`src/rtl/serializer_pkg.sv`:
```
// Shared definitions for the word serializer: FSM encoding and default sizing.
package serializer_pkg;

    localparam int DEF_WIDTH = 8;
    localparam int DEF_DEPTH = 4;

    typedef enum logic {
        S_IDLE  = 1'b0,
        S_SHIFT = 1'b1
    } state_t;

endpackage

```
`src/rtl/word_serializer_sync_fifo.sv`:
```
// Synchronous FIFO with occupancy count; pointers wrap naturally (DEPTH is a power of two).
module sync_fifo #(
    parameter int WIDTH = 8,
    parameter int DEPTH = 4
) (
    input  logic                     clk,
    input  logic                     rst,
    input  logic                     push,
    input  logic                     pop,
    input  logic [WIDTH-1:0]         wdata,
    output logic [WIDTH-1:0]         rdata,
    output logic                     full,
    output logic                     empty,
    output logic [$clog2(DEPTH):0]   count
);

    localparam int AW = $clog2(DEPTH);

    logic [WIDTH-1:0] mem [DEPTH];
    logic [AW-1:0]    wptr;
    logic [AW-1:0]    rptr;
    logic             do_push;
    logic             do_pop;

    // A full FIFO refuses a push even if a pop frees a slot in the same cycle.
    assign do_push = push && !full;
    assign do_pop  = pop && !empty;

    assign full  = (count == (AW+1)'(DEPTH));
    assign empty = (count == '0);
    assign rdata = mem[rptr];

    always_ff @(posedge clk) begin
        if (rst) begin
            wptr  <= '0;
            rptr  <= '0;
            count <= '0;
        end else begin
            if (do_push) wptr <= wptr + 1'b1;
            if (do_pop)  rptr <= rptr + 1'b1;
            case ({do_push, do_pop})
                2'b10:   count <= count + 1'b1;
                2'b01:   count <= count - 1'b1;
                default: count <= count;
            endcase
        end
    end

    always_ff @(posedge clk) begin
        if (do_push) mem[wptr] <= wdata;
    end

endmodule

```
`src/rtl/word_serializer.sv`:
```
// Parallel-to-serial feeder: buffers words in a FIFO and shifts them out one bit per bit_en cycle.
module word_serializer
    import serializer_pkg::*;
#(
    parameter int WIDTH     = DEF_WIDTH,
    parameter int DEPTH     = DEF_DEPTH,
    parameter int MSB_FIRST = 1
) (
    input  logic             clk,
    input  logic             rst,
    input  logic [WIDTH-1:0] in_data,
    input  logic             in_valid,
    output logic             in_ready,
    input  logic             bit_en,
    output logic             d_o,
    output logic             valid_o,
    output logic             word_done,
    output logic             busy
);

    localparam int CW = $clog2(WIDTH);
    localparam logic [CW-1:0] CNT_LOAD = CW'(WIDTH - 1);

    state_t               state, state_n;
    logic [WIDTH-1:0]     shreg, shreg_n;
    logic [CW-1:0]        cnt, cnt_n;
    logic                 d_n, valid_n, done_n;
    logic                 pop;
    logic [WIDTH-1:0]     head;
    logic                 full, empty;
    logic [$clog2(DEPTH):0] count;

    sync_fifo #(.WIDTH(WIDTH), .DEPTH(DEPTH)) u_fifo (
        .clk   (clk),
        .rst   (rst),
        .push  (in_valid),
        .pop   (pop),
        .wdata (in_data),
        .rdata (head),
        .full  (full),
        .empty (empty),
        .count (count)
    );

    assign in_ready = !full;
    assign busy     = (state == S_SHIFT) || !empty;

    always_comb begin
        state_n = state;
        shreg_n = shreg;
        cnt_n   = cnt;
        d_n     = d_o;
        valid_n = 1'b0;
        done_n  = 1'b0;
        pop     = 1'b0;
        case (state)
            S_IDLE: begin
                if (!empty) begin
                    pop     = 1'b1;
                    shreg_n = head;
                    cnt_n   = CNT_LOAD;
                    state_n = S_SHIFT;
                end
            end
            S_SHIFT: begin
                if (bit_en) begin
                    d_n     = (MSB_FIRST != 0) ? shreg[WIDTH-1] : shreg[0];
                    valid_n = 1'b1;
                    shreg_n = (MSB_FIRST != 0) ? {shreg[WIDTH-2:0], 1'b0}
                                               : {1'b0, shreg[WIDTH-1:1]};
                    cnt_n   = cnt - 1'b1;
                    if (cnt == '0) begin
                        done_n = 1'b1;
                        // Reload on the last-bit edge so consecutive words leave no gap.
                        if (!empty) begin
                            pop     = 1'b1;
                            shreg_n = head;
                            cnt_n   = CNT_LOAD;
                        end else begin
                            state_n = S_IDLE;
                        end
                    end
                end
            end
            default: state_n = S_IDLE;
        endcase
    end

    always_ff @(posedge clk) begin
        if (rst) begin
            state     <= S_IDLE;
            shreg     <= '0;
            cnt       <= '0;
            d_o       <= 1'b0;
            valid_o   <= 1'b0;
            word_done <= 1'b0;
        end else begin
            state     <= state_n;
            shreg     <= shreg_n;
            cnt       <= cnt_n;
            d_o       <= d_n;
            valid_o   <= valid_n;
            word_done <= done_n;
        end
    end

endmodule

```
`config.mk`:
```
export PLATFORM = sky130hd
export DESIGN_NAME = word_serializer
export DESIGN_NICKNAME = d
export VERILOG_FILES = /design/src/rtl/serializer_pkg.sv /design/src/rtl/word_serializer_sync_fifo.sv /design/src/rtl/word_serializer.sv
export SDC_FILE = /design/constraint.sdc
export NUM_CORES = 1
export LEC_CHECK = 0
export CORE_AREA = 2 2 77 79
export DETAILED_ROUTE_END_ITERATION = 8
export DIE_AREA = 0 0 79 81
export GPL_ROUTABILITY_DRIVEN = 0
export HOLD_SLACK_MARGIN = 0.06
export PLACE_DENSITY_LB_ADDON = 0.05
export SLEW_MARGIN = 20
export SYNTH_ARGS = -nofsm -noshare
export SYNTH_HDL_FRONTEND = slang
export SYNTH_HIERARCHICAL = 1
export SYNTH_SLANG_ARGS = --single-unit
export TNS_END_PERCENT = 30
```
`constraint.sdc`:
```
create_clock -name clk -period 4.05 [get_ports clk]
set_clock_uncertainty 0.1 [all_clocks]
set_input_delay 0.405 -clock clk [delete_from_list [all_inputs] [get_ports clk]]
set_output_delay 0.405 -clock clk [all_outputs]
set_load 0.005 [all_outputs]
```
## Word level (Yosys, flattened, before mapping)

Memories as Yosys holds them, arrays and structs flattened. A register that Yosys moved wholly into a read port is not among the register bits.
Index checks and enable logic that the tools add are counted.

| storage, ports and cells | value |
|---|---|
| flip-flop bits (word level) | 22 |
| latch bits | 0 |
| RAM bits | 32 |
| bits in read-only memories | 0 |
| input bits | 12 |
| output and inout port bits | 5 |
| memories kept | 1 |

| operators by class | value |
|---|---|
| add/sub/neg operators | 5 |
| $mul | 0 |
| div/mod/pow operators | 0 |
| $lt $le $gt $ge | 0 |
| equal/unequal tests | 5 |
| shift operators | 0 |
| mux-type cells | 24 |
| bitwise gates (word level) | 2 |
| reductions and logical operators | 12 |

Memories:

| memory | words | width | read ports | clocked after Yosys merged registers in | wr ports | RTL line | RTL |
|---|---|---|---|---|---|---|---|
| u_fifo.mem | 4 | 8 | 1 | 1 | 1 | word_serializer_sync_fifo.sv:19 | `logic [WIDTH-1:0] mem [DEPTH];` |

Operator list:

| cell | count |
|---|---|
| 2-to-1 mux 8 bit | 4 |
| one-hot mux 8 bit (2 select lines) | 1 |
| 2-to-1 mux 3 bit | 4 |
| one-hot mux 3 bit (2 select lines) | 2 |
| 2-to-1 mux 1 bit | 9 |
| zero test 3 bit | 2 |
| subtractor 3 x 1 -> 3 bit, second input constant | 2 |
| adder 2 x 1 -> 2 bit, second input constant | 2 |
| 2-to-1 mux 2 bit | 2 |
| != test 2 bit, second input constant | 2 |
| one-hot mux 1 bit (2 select lines) | 2 |
| AND reduction 2 bit | 2 |
| adder 3 x 1 -> 3 bit, second input constant | 1 |
| == test 3 bit, second input constant | 1 |
| OR reduction 3 bit | 1 |
| == test 2 x 1 -> 1 bit, second input constant | 1 |
| == test 2 bit, second input constant | 1 |
| logical AND 1 bit | 2 |
| zero test 1 bit | 2 |
| NOT 1 bit | 2 |
| nonzero test 2 bit | 1 |
| OR reduction 2 bit | 1 |
| logical OR 1 bit | 1 |

## Logic depth before layout (Yosys ltp)

Gate-level depths: netlist of the first run.

| logic depth | value |
|---|---|
| depth after elaboration | 8 |
| depth in mapped cells | 13 |

## Modules after synthesis

Netlist of the first run, hierarchy kept.

Modules (own cells, without submodules):

| module | times used | cells an instance | area each (um2) | seq. area each (um2) |
|---|---|---|---|---|
| sync_fifo | 1 | 96 | 1630.3 | 1141.1 |
| word_serializer | 1 | 84 | 730.7 | 300.3 |

## Worst setup path before layout of the first run

Ideal clock, no wire load.

| timing path | value |
|---|---|
| path type | reg-to-reg |
| from | register u_fifo.count[0] |
| to | register u_fifo.count[2] |
| library setup time | 0.070 ns |
| data arrival time | 2.573 ns |
| required time | 3.880 ns |
| slack | 1.307 ns |
| stages on the path, launching flop included | 14 |
| period minus slack after synthesis | 2.743 ns |
| path through | dfxtp_1 -> nor3_2 -> buf_6 -> or3b_1 -> buf_6 -> a21oi_1 -> o31ai_1 -> inv_1 -> ha_1 -> inv_1 -> fa_1 -> xor2_1 -> or3_1 -> a21oi_1 |

| on the way | value |
|---|---|
| word-level cells in the longest chain between the ends | 8 |
| elaborated cells between the ends (all ways) | 16 |
| those cells by class | add/sub (2); eq/ne (3); mux (5); reduce/logical (6) |

Ends and longest elaborated chain:

| item | RTL line | RTL |
|---|---|---|
| start, declared | word_serializer_sync_fifo.sv:14 | `output logic [$clog2(DEPTH):0] count` |
| start signal, assigned | word_serializer_sync_fifo.sv:42 | `2'b10: count <= count + 1'b1;` |
| start signal, assigned | word_serializer_sync_fifo.sv:43 | `2'b01: count <= count - 1'b1;` |
| start signal, assigned | word_serializer_sync_fifo.sv:44 | `default: count <= count;` |
| zero test 3 bit (*) | word_serializer_sync_fifo.sv:30 | `assign empty = (count == '0);` |
| named net empty | word_serializer.sv:30 | `logic full, empty;` |
| 2-to-1 mux 1 bit (*) | word_serializer.sv:58, word_serializer.sv:75 |  |
| 2-to-1 mux 1 bit | word_serializer.sv:72 | `if (cnt == '0) begin` |
| 2-to-1 mux 1 bit | word_serializer.sv:66 | `if (bit_en) begin` |
| one-hot mux 1 bit (2 select lines) (*) | word_serializer.sv:56 | `case (state)` |
| named net pop | word_serializer.sv:28 | `logic pop;` |
| logical AND 1 bit (*) | word_serializer_sync_fifo.sv:27 | `assign do_pop = pop && !empty;` |
| named net u_fifo.do_pop | word_serializer_sync_fifo.sv:23 | `logic do_pop;` |
| == test 2 x 1 -> 1 bit or == test 2 bit (tied branches) | word_serializer_sync_fifo.sv:41 | `case ({do_push, do_pop})` |
| one-hot mux 3 bit (2 select lines) or nonzero test 2 bit (tied branches) | -- |  |

The timed path passes the listed nets; every way through them passes the cells marked *.
A chain may end at the register's enable or synchronous reset.

## Worst setup path after layout of the first run

| timing path | value |
|---|---|
| from | register state |
| to | register u_fifo.count[2] |

| on the way | value |
|---|---|
| word-level cells in the longest chain between the ends | 5 |
| elaborated cells between the ends (all ways) | 7 |
| those cells by class | eq/ne (2); mux (2); bitwise (1); reduce/logical (2) |

Ends and longest elaborated chain:

| item | RTL line | RTL |
|---|---|---|
| start, declared | word_serializer.sv:24 | `state_t state, state_n;` |
| start signal, assigned | word_serializer.sv:98 | `state <= state_n;` |
| NOT 1 bit (no source line) | -- |  |
| one-hot mux 1 bit (2 select lines) (*) | word_serializer.sv:56 |  |
| named net pop | word_serializer.sv:28 |  |
| logical AND 1 bit (*) | word_serializer_sync_fifo.sv:27 |  |
| named net u_fifo.do_pop | word_serializer_sync_fifo.sv:23 |  |
| == test 2 x 1 -> 1 bit or == test 2 bit (tied branches) | word_serializer_sync_fifo.sv:41 |  |
| one-hot mux 3 bit (2 select lines) or nonzero test 2 bit (tied branches) | -- |  |

Marks and branches as above.

==> results.sh, run 1 <==
export IMPL_hold_buffers=0
export IMPL_status="complete, no violations"
export IMPL_drv_cap=0
export IMPL_holdPathStages=2
export IMPL_rr_worst_depth=11
export IMPL_ys_warn_count=6
export IMPL_wl_microns=4310
export IMPL_max_freq_ghz=0.319
export IMPL_tightest_slew_ns=0.853
export IMPL_ir_drop_uv=242
export IMPL_synth_fp_nets=200
export IMPL_wl_per_cell_microns=16.0
export IMPL_dp_cells=262
export IMPL_insertion_delay_ns=0.30
export IMPL_mostFrequentLayoutCells="edfxtp_1 (32), dfxtp_1 (24), clkdlybuf4s50_1 (16)"
export IMPL_seq_area_sq_um=1440
export IMPL_design_die_area_sq_um=6400
export IMPL_start_util_pct=41.6
export IMPL_layout_drive_gt1_share_pct=11.8
export IMPL_viasPerCell=5.41
export IMPL_critical_path_class="flip-flop to flip-flop"
export IMPL_cts_root_buf="clkbuf_8"
export IMPL_mostFrequentLayoutCell="edfxtp_1"
export IMPL_grt_pass1_vias=1445
export IMPL_crit_slowest_cell="dfxtp_1"
export IMPL_cts_buffers=5
export IMPL_num_fill_cells=552
export IMPL_period_needed_ns=3.13
export IMPL_overflow=0
export IMPL_htreeDepth=2
export IMPL_drc=0
export IMPL_start_kind="flip-flop"
export IMPL_async_reset_ff_share_pct=0
export IMPL_synth_seq_area_share_pct=61.0
export IMPL_worstPathMaxFanout=17
export IMPL_ys_flop_type="edfxtp_1"
export IMPL_portBuffers=16
export IMPL_via_count=1460
export IMPL_drv_slew=0
export IMPL_synth_area_sq_um=2360
export IMPL_cts_tree="built"
export IMPL_yosysUniqueCellTypes=38
export IMPL_cp_data_arrival_time_ns=3.26
export IMPL_worst_path_buf_inv=2
export IMPL_first_pass_iters=4
export IMPL_grt_usage_pct=14.9
export IMPL_endpoint_kind="flip-flop"
export IMPL_required_ns=4.17
export IMPL_die_y_microns=81
export IMPL_cts_path_max_buffers=2
export IMPL_hold_path_class="flip-flop to flip-flop"
export IMPL_final_nets=214
export IMPL_ant_nets=0
export IMPL_setup_violations=0
export IMPL_finalHoldViolCount=0
export IMPL_postSynthCellCount=180
export IMPL_num_rows=28
export IMPL_num_antenna_cells=0
export IMPL_tns_ns=0
export IMPL_power_density_nw_per_um2=590
export IMPL_fp_coreArea_sq_um=5680
export IMPL_synth_seq_cells=56
export IMPL_clk_pin_slew_worst_paths_ns=0.10
export IMPL_grt_pass1_wl_microns=7180
export IMPL_cts_repair_resized=0
export IMPL_dp_hpwl_microns=2970
export IMPL_timing_final_crit_share_pct=77.3
export IMPL_antenna_found_initial=0
export IMPL_die_x_microns=79
export IMPL_rsz0062_at_grt="no"
export IMPL_cpPeakStageDelay_ns=0.71
export IMPL_max_slew_margin_pct=42.9
export IMPL_crit_family="simple AND/OR/NAND/NOR gates"
export IMPL_crit_chain="and2_1 > nor2_1 > a21oi_1 > o31ai_1 > inv_1 > ha_1 > inv_1 > fa_1 > xor2_1 > or3_1 > a21oi_1"
export IMPL_power_leakage_nw=0.886
export IMPL_cts_sinks=56
export IMPL_post_cts_repair_setup_buffers=0
export IMPL_grt_max_degree=25
export IMPL_path_depth=11
export IMPL_avgSynthCellArea_sq_um=13.1
export IMPL_multi_input_area_sq_um=822
export IMPL_pin_count=17
export IMPL_drtIter0Drc=57
export IMPL_syn_to_final_growth_pct=12.6
export IMPL_finalNonFillerCells=270
export IMPL_synth_edf_count=32
## cell families after synthesis
family          count (synthesis)  synth area share [%]
mux                             9                  8.06
flops                          56                  61.0
simple gates                   50                  12.1
buf+inv                        21                  4.13
fa+ha+maj                       8                  4.56
compound gates                 33                  8.96
xor+xnor                        3                  1.11
## cell type report
class | count | area share (%)
well taps | 75 | 3.53
repair buffers | 16 | 6.02
clock buffers | 5 | 2.59
inverters | 12 | 1.69
multi-input cells | 103 | 30.9
clock inverters | 3 | 1.04
flip-flops and latches | 56 | 54.2
## sequential cells by signal, indices dropped and copies added (netlist names), named ones only
register / flops
cnt: 3
d_o: 1
shreg: 8
state: 1
u_fifo/count: 3
u_fifo/mem: 32
u_fifo/rptr: 2
u_fifo/wptr: 2
valid_o: 1
word_done: 1
## worst min-delay path: cells and delay by family, from the launching register on
family / cells / cell delay (ns)
AOI/OAI and AO/OA: 1 / 0.05
DFF: 1 / 0.32
and+or+nand+nor: 1 / 0.05
## final timing paths
check / startpoint / slack, ns / endpoint
worst max-delay path: state$_SDFF_PP0_ / 0.92 / u_fifo/count[2]$_SDFFE_PP0P_
worst min-delay path: d_o$_SDFFE_PP0P_ / 0.36 / d_o$_SDFFE_PP0P_
worst max register to register: state$_SDFF_PP0_ / 0.92 / u_fifo/count[2]$_SDFFE_PP0P_
worst min register to register: d_o$_SDFFE_PP0P_ / 0.36 / d_o$_SDFFE_PP0P_
## power by group
group          internal, mW  switching (mW)
registers             0.697          0.0775
logic                 0.204           0.276
clock network         0.127           0.187
## cells in the mapped netlist, drive strengths merged, types with 2 or more instances
cell / instances / area (sq um)
nand3: 7 / 35.0
nor3b: 2 / 25.0
ha: 7 / 87.6
mux4: 8 / 180
nor2: 9 / 36.3
inv: 12 / 45.0
dfxtp: 24 / 480
buf: 8 / 48.8
or3: 3 / 18.8
nor3: 8 / 45.0
nand3b: 2 / 15.0
o21ai: 11 / 55.1
and2: 5 / 31.3
nand2: 7 / 26.3
edfxtp: 32 / 961
a311oi: 7 / 61.3
nand2b: 2 / 12.5
a21oi: 10 / 50.1
xor2: 3 / 26.3
a211oi: 2 / 20.0
## layer usage
| metal | vias up | track usage (%) | routed length, microns | share of wire [%] |
|---|---|---|---|---|
| met4 | 0 | 4.48 | 23 | 0.53 |
| met2 | 36 | 25.4 | 2180 | 50 |
| li1 | 696 | - | - | - |
| met3 | 2 | 3.67 | 170 | 3.9 |
| met1 | 726 | 18.9 | 1940 | 45 |
| met5 | - | 0 | 0 | 0 |
## metrics by stage
| stage | setup WS, ns | util, % | cell area [sq um] | hold WS, ns | total power [mW] |
|---|---|---|---|---|---|
| 2_1_floorplan | 1.31 | - | 2360 | 0.333 | 1.15 |
| 3_3_place_gp | 0.862 | 45.1 | 2560 | 0.347 | 1.24 |
| 3_5_place_dp | 0.743 | 45.1 | 2560 | 0.349 | 1.26 |
| 4_1_cts | 0.958 | 46.8 | 2660 | 0.364 | 1.58 |
| 5_1_grt | 0.689 | 46.8 | 2660 | 0.383 | 1.67 |
| 6_report | 0.918 | 46.8 | 2660 | 0.358 | 1.57 |
Note: power is estimated with default switching activity, not from simulation.
==> run 2, diff against run 1 <==
==> constraint.sdc (replaced) <==
create_clock -name clk -period 3.2 [get_ports clk]
set_clock_uncertainty 0.1 [all_clocks]
set_input_delay 0.32 -clock clk [delete_from_list [all_inputs] [get_ports clk]]
set_output_delay 0.32 -clock clk [all_outputs]
set_load 0.005 [all_outputs]
==> results.sh, run 2 (synthesis gave the netlist of run 1 again) <==
export IMPL_insertion_delay_ns=0.30
export IMPL_layout_drive_gt1_share_pct=13.5
export IMPL_critical_path_class="flip-flop to flip-flop"
export IMPL_cts_tree="built"
export IMPL_hold_buffers=0
export IMPL_cts_path_max_buffers=2
export IMPL_final_nets=219
export IMPL_post_cts_repair_setup_buffers=0
export IMPL_num_rows=28
export IMPL_die_y_microns=81
export IMPL_hold_ws_ns=0.363
export IMPL_finalInstanceArea_sq_um=2690
export IMPL_start_util_pct=41.6
export IMPL_rsz0062_at_grt="no"
export IMPL_pin_count=17
export IMPL_drc=0
export IMPL_power_density_nw_per_um2=746
export IMPL_crit_slowest_cell="or3b_1"
export IMPL_cp_data_arrival_time_ns=2.98
export IMPL_grt_max_degree=25
export IMPL_viasPerCell=5.16
export IMPL_mostFrequentLayoutCell="edfxtp_1"
export IMPL_seq_area_sq_um=1440
export IMPL_dp_hpwl_microns=2900
export IMPL_cts_root_buf="clkbuf_8"
export IMPL_largestRegisters="u_fifo/mem x32, shreg x8"
export IMPL_finalHoldViolCount=0
export IMPL_fp_coreArea_sq_um=5680
export IMPL_cts_sinks=56
export IMPL_num_antenna_cells=0
export IMPL_setup_violations=0
export IMPL_ir_drop_uv=329
export IMPL_crit_chain="inv_1 > ha_1 > or3b_1 > a21oi_1 > o31ai_1 > inv_1 > ha_1 > inv_1 > fa_1 > xor2_1 > or3_1 > a21oi_1"
export IMPL_status="complete, no violations"
export IMPL_largest_register_ffs=32
export IMPL_mostFrequentLayoutCells="edfxtp_1 (32), dfxtp_1 (24), clkdlybuf4s50_1 (16)"
export IMPL_dpl_cell_area_sq_um=2600
export IMPL_crit_family="adder cells"
export IMPL_tightest_slew_ns=0.865
export IMPL_period_needed_ns=2.86
export IMPL_hold_path_class="flip-flop to flip-flop"
export IMPL_ant_nets=0
export IMPL_portBuffers=16
export IMPL_cts_buffers=5
export IMPL_cts_repair_resized=0
export IMPL_syn_to_final_growth_pct=13.9
export IMPL_first_pass_iters=4
export IMPL_p_sw_mw=0.670
export IMPL_p_int_mw=1.33
export IMPL_clkPwrFrac_pct=18.9
export IMPL_p_seq_share_pct=47.9
export IMPL_htreeDepth=2
export IMPL_drv_cap=0
export IMPL_grt_usage_pct=14.5
export IMPL_via_count=1418
export IMPL_drv_slew=0
export IMPL_final_util_pct=47.4
export IMPL_multi_input_area_sq_um=822
export IMPL_num_fill_cells=526
export IMPL_die_x_microns=79
export IMPL_cpPeakStageDelay_ns=0.38
export IMPL_clk_pin_slew_worst_paths_ns=0.10
export IMPL_required_ns=3.32
export IMPL_overflow=0
export IMPL_wl_per_cell_microns=15.0
export IMPL_max_slew_margin_pct=42.2
export IMPL_start_kind="flip-flop"
export IMPL_timing_final_crit_share_pct=89.5
export IMPL_switching_share_pct=33.4
export IMPL_endpoint_kind="flip-flop"
export IMPL_wl_microns=4130
export IMPL_drtIter0Drc=60
export IMPL_grt_pass1_vias=1456
export IMPL_power_leakage_nw=0.906
export IMPL_max_freq_ghz=0.349
export IMPL_regMostFlops="u_fifo/mem"
export IMPL_design_die_area_sq_um=6400
export IMPL_power_frac_comb_pct=33.1
export IMPL_path_common_cell="inv_1"
export IMPL_worstPathMaxFanout=5
export IMPL_worst_path_buf_inv=3
export IMPL_grt_pass1_wl_microns=7080
export IMPL_tns_ns=0
export IMPL_antenna_found_initial=0
[run 2: cell types whose count changed in the layout (fill, tap and decap cells not counted)]
cell / previous run / this run
inv_8: 1 / 0
buf_4: 0 / 5
clkbuf_1: 0 / 1
[run 2: area by class of cell]
cell class                 count  area share, %
timing repair buffer          21           7.35
clock buffer                   6           2.70
tap                           75           3.49
inverter                      12           1.68
sequential                    56           53.6
clock inverter                 2          0.605
multi-input combinational    103           30.6
[run 2: metrics by stage]
step | worst slack, ns | cells | total power, mW
after floorplan | 0.457 | 180 | 1.45
after global placement | 0.366 | 267 | 1.62
after detailed placement | 0.261 | 267 | 1.64
after CTS | 0.323 | 275 | 2.03
after global routing | 0.159 | 275 | 2.15
final | 0.336 | 275 | 2.00
[run 2: worst reg2reg max path: stages (launching register included)]
cell and delay, ns:
dfxtp_1 0.32, inv_1 0.11, ha_1 0.22, or3b_1 0.38
a21oi_1 0.22, o31ai_1 0.14, inv_1 0.08, ha_1 0.17
inv_1 0.06, fa_1 0.37, xor2_1 0.16, or3_1 0.30
a21oi_1 0.16
[run 2: worst paths after layout]
| kind | slack (ns) | startpoint | to | depth (start not counted) |
|---|---|---|---|---|
| max | 0.34 | cnt[0]$_SDFFE_PP0P_ | u_fifo/count[2]$_SDFFE_PP0P_ | 12 |
| min | 0.36 | d_o$_SDFFE_PP0P_ | d_o$_SDFFE_PP0P_ | 2 |
| max reg2reg | 0.34 | cnt[0]$_SDFFE_PP0P_ | u_fifo/count[2]$_SDFFE_PP0P_ | 12 |
| min reg2reg | 0.36 | d_o$_SDFFE_PP0P_ | d_o$_SDFFE_PP0P_ | 2 |
[run 2: routing by layer]
layer | GRT usage, % | routed length [microns] | up-vias
met5 | 0 | 0 | -
met4 | 4.14 | 47 | 0
met3 | 3.33 | 130 | 6
met2 | 24.4 | 2010 | 20
met1 | 19.1 | 1940 | 692
li1 | - | - | 700
[run 2: power groups by stage]
| stage | clock network, mW | registers [mW] | logic, mW |
|---|---|---|---|
| 2_1_floorplan | 0 | 0.943 | 0.507 |
| 3_5_place_dp | 0 | 0.979 | 0.662 |
| 4_1_cts | 0.398 | 0.963 | 0.666 |
| 6_report | 0.380 | 0.961 | 0.664 |
| 5_1_grt | 0.420 | 0.976 | 0.754 |
| 3_3_place_gp | 0 | 0.974 | 0.649 |
==> run 3, diff against run 2 <==
--- a/config.mk
+++ b/config.mk
@@ -10,8 +10,7 @@
 export DIE_AREA = 0 0 79 81
 export GPL_ROUTABILITY_DRIVEN = 0
 export HOLD_SLACK_MARGIN = 0.06
-export PLACE_DENSITY_LB_ADDON = 0.05
-export SLEW_MARGIN = 20
+export PLACE_DENSITY = 0.69
 export SYNTH_ARGS = -nofsm -noshare
 export SYNTH_HDL_FRONTEND = slang
 export SYNTH_HIERARCHICAL = 1
==> results.sh, run 3 (synthesis gave the netlist of run 1 again) <==
export IMPL_wl_microns=4040
export IMPL_cp_data_arrival_time_ns=3.00
export IMPL_mostFrequentLayoutCell="edfxtp_1"
export IMPL_startpoint="cnt[0]$_SDFFE_PP0P_"
export IMPL_num_antenna_cells=0
export IMPL_rrSetupSlack_ns=0.32
export IMPL_htreeDepth=2
export IMPL_hold_ws_ns=0.368
export IMPL_power_leakage_nw=0.914
export IMPL_rr_worst_depth=12
export IMPL_grt_pass1_vias=1443
export IMPL_setup_violations=0
export IMPL_start_util_pct=41.6
export IMPL_grt_max_degree=25
export IMPL_overflow=0
export IMPL_endpoint_kind="flip-flop"
export IMPL_post_cts_repair_setup_buffers=0
export IMPL_ant_nets=0
export IMPL_cp_endpoint="u_fifo/count[2]$_SDFFE_PP0P_"
export IMPL_critical_path_class="flip-flop to flip-flop"
export IMPL_period_needed_ns=2.88
export IMPL_ir_drop_uv=331
export IMPL_finalHoldViolCount=0
export IMPL_design_die_area_sq_um=6400
export IMPL_drc=0
export IMPL_r2r_end="u_fifo/count[2]$_SDFFE_PP0P_"
export IMPL_hold_path_class="flip-flop to flip-flop"
export IMPL_required_ns=3.33
export IMPL_portBuffers=16
export IMPL_reg2reg_from="cnt[0]$_SDFFE_PP0P_"
export IMPL_max_freq_ghz=0.348
export IMPL_start_kind="flip-flop"
export IMPL_clk_pin_slew_worst_paths_ns=0.10
export IMPL_hold_buffers=0
export IMPL_cts_root_buf="clkbuf_8"
export IMPL_pin_count=17
export IMPL_worstPathMaxFanout=5
export IMPL_cts_sinks=56
export IMPL_mostFrequentLayoutCells="edfxtp_1 (32), dfxtp_1 (24), clkdlybuf4s50_1 (16)"
export IMPL_via_count=1448
export IMPL_cts_buffers=5
export IMPL_layout_drive_gt1_share_pct=14.0
export IMPL_syn_to_final_growth_pct=14.1
export IMPL_antenna_found_initial=0
export IMPL_first_pass_iters=4
export IMPL_wl_per_cell_microns=14.7
export IMPL_tightest_slew_ns=0.885
export IMPL_drtIter0Drc=64
export IMPL_timing_final_crit_share_pct=89.9
export IMPL_largest_register_ffs=32
export IMPL_viasPerCell=5.27
export IMPL_cts_path_max_buffers=2
export IMPL_insertion_delay_ns=0.31
export IMPL_final_nets=219
export IMPL_tns_ns=0
export IMPL_fp_coreArea_sq_um=5680
export IMPL_status="complete, no violations"
export IMPL_cts_tree="built"
export IMPL_die_y_microns=81
export IMPL_num_rows=28
export IMPL_grt_usage_pct=14.2
export IMPL_die_x_microns=79
export IMPL_cts_repair_resized=0
export IMPL_regMostFlops="u_fifo/mem"
export IMPL_dp_hpwl_microns=2800
export IMPL_rsz0062_at_grt="no"
export IMPL_power_density_nw_per_um2=750
export IMPL_largestRegisters="u_fifo/mem x32, shreg x8"
export IMPL_max_slew_margin_pct=40.8
export IMPL_drv_cap=0
export IMPL_grt_pass1_wl_microns=6960
export IMPL_drv_slew=0
## run 3: cell count changes in the layout (fill, tap and decap cells not counted)
| cell | change |
|---|---|
| clkinv_4 | -1 |
| clkbuf_1 | -1 |
| inv_6 | +3 |
| clkinvlp_4 | -1 |
## run 3: worst max-delay path, cell delays in order, from the launching register on
cell and delay [ns]:
dfxtp_1 0.31, inv_1 0.11, ha_1 0.25, or3b_1 0.39, a21oi_1 0.23, o31ai_1 0.14, inv_1 0.07, ha_1 0.17
inv_1 0.06, fa_1 0.37, xor2_1 0.15, or3_1 0.30, a21oi_1 0.14
## run 3: area by class of cell
cell class,instances,area (sq um)
fillers,545,2980
clock inverters,3,26.3
flip-flops and latches,56,1440
repair buffers,21,198
multi-input cells,103,822
well taps,75,93.8
inverters,12,45.0
clock buffers,5,68.8
## run 3: worst min-delay path by stage
stage | start | to | slack, ns | depth (start not counted)
final | shreg[7]$_SDFFE_PP0P_ | d_o$_SDFFE_PP0P_ | 0.37 | 2
after global placement | d_o$_SDFFE_PP0P_ | d_o$_SDFFE_PP0P_ | 0.35 | 2
after detailed placement | shreg[7]$_SDFFE_PP0P_ | d_o$_SDFFE_PP0P_ | 0.36 | 2
after global routing | d_o$_SDFFE_PP0P_ | d_o$_SDFFE_PP0P_ | 0.40 | 2
after CTS | shreg[7]$_SDFFE_PP0P_ | d_o$_SDFFE_PP0P_ | 0.37 | 2
after floorplan | rst | shreg[4]$_SDFFE_PP0P_ | 0.29 | 1
## run 3: through the flow
step / utilization, % / total power [mW] / area (sq um) / worst slack [ns] / cells
floorplan: - / 1.45 / 2360 / 0.457 / 180
global placement: 45.8 / 1.62 / 2600 / 0.368 / 267
detailed placement: 45.8 / 1.64 / 2600 / 0.279 / 267
CTS: 47.5 / 2.04 / 2700 / 0.357 / 275
global route: 47.5 / 2.17 / 2700 / 0.119 / 275
finish: 47.5 / 2.02 / 2700 / 0.324 / 275
## run 3: report_power, final
group          internal, mW  total, mW  switching (mW)
Clock                 0.163      0.402           0.239
Combinational         0.298      0.654           0.356
Sequential            0.882      0.965          0.0837
## run 3: routing by layer
metal	wire (microns)	share of wire (%)	GRT usage [%]	vias to the layer above
met4	65	1.6	5.69	0
met1	1910	47	18.4	708
met3	117	2.9	3.00	7
met5	0	0	0	-
met2	1940	48	23.5	24
li1	-	-	-	709
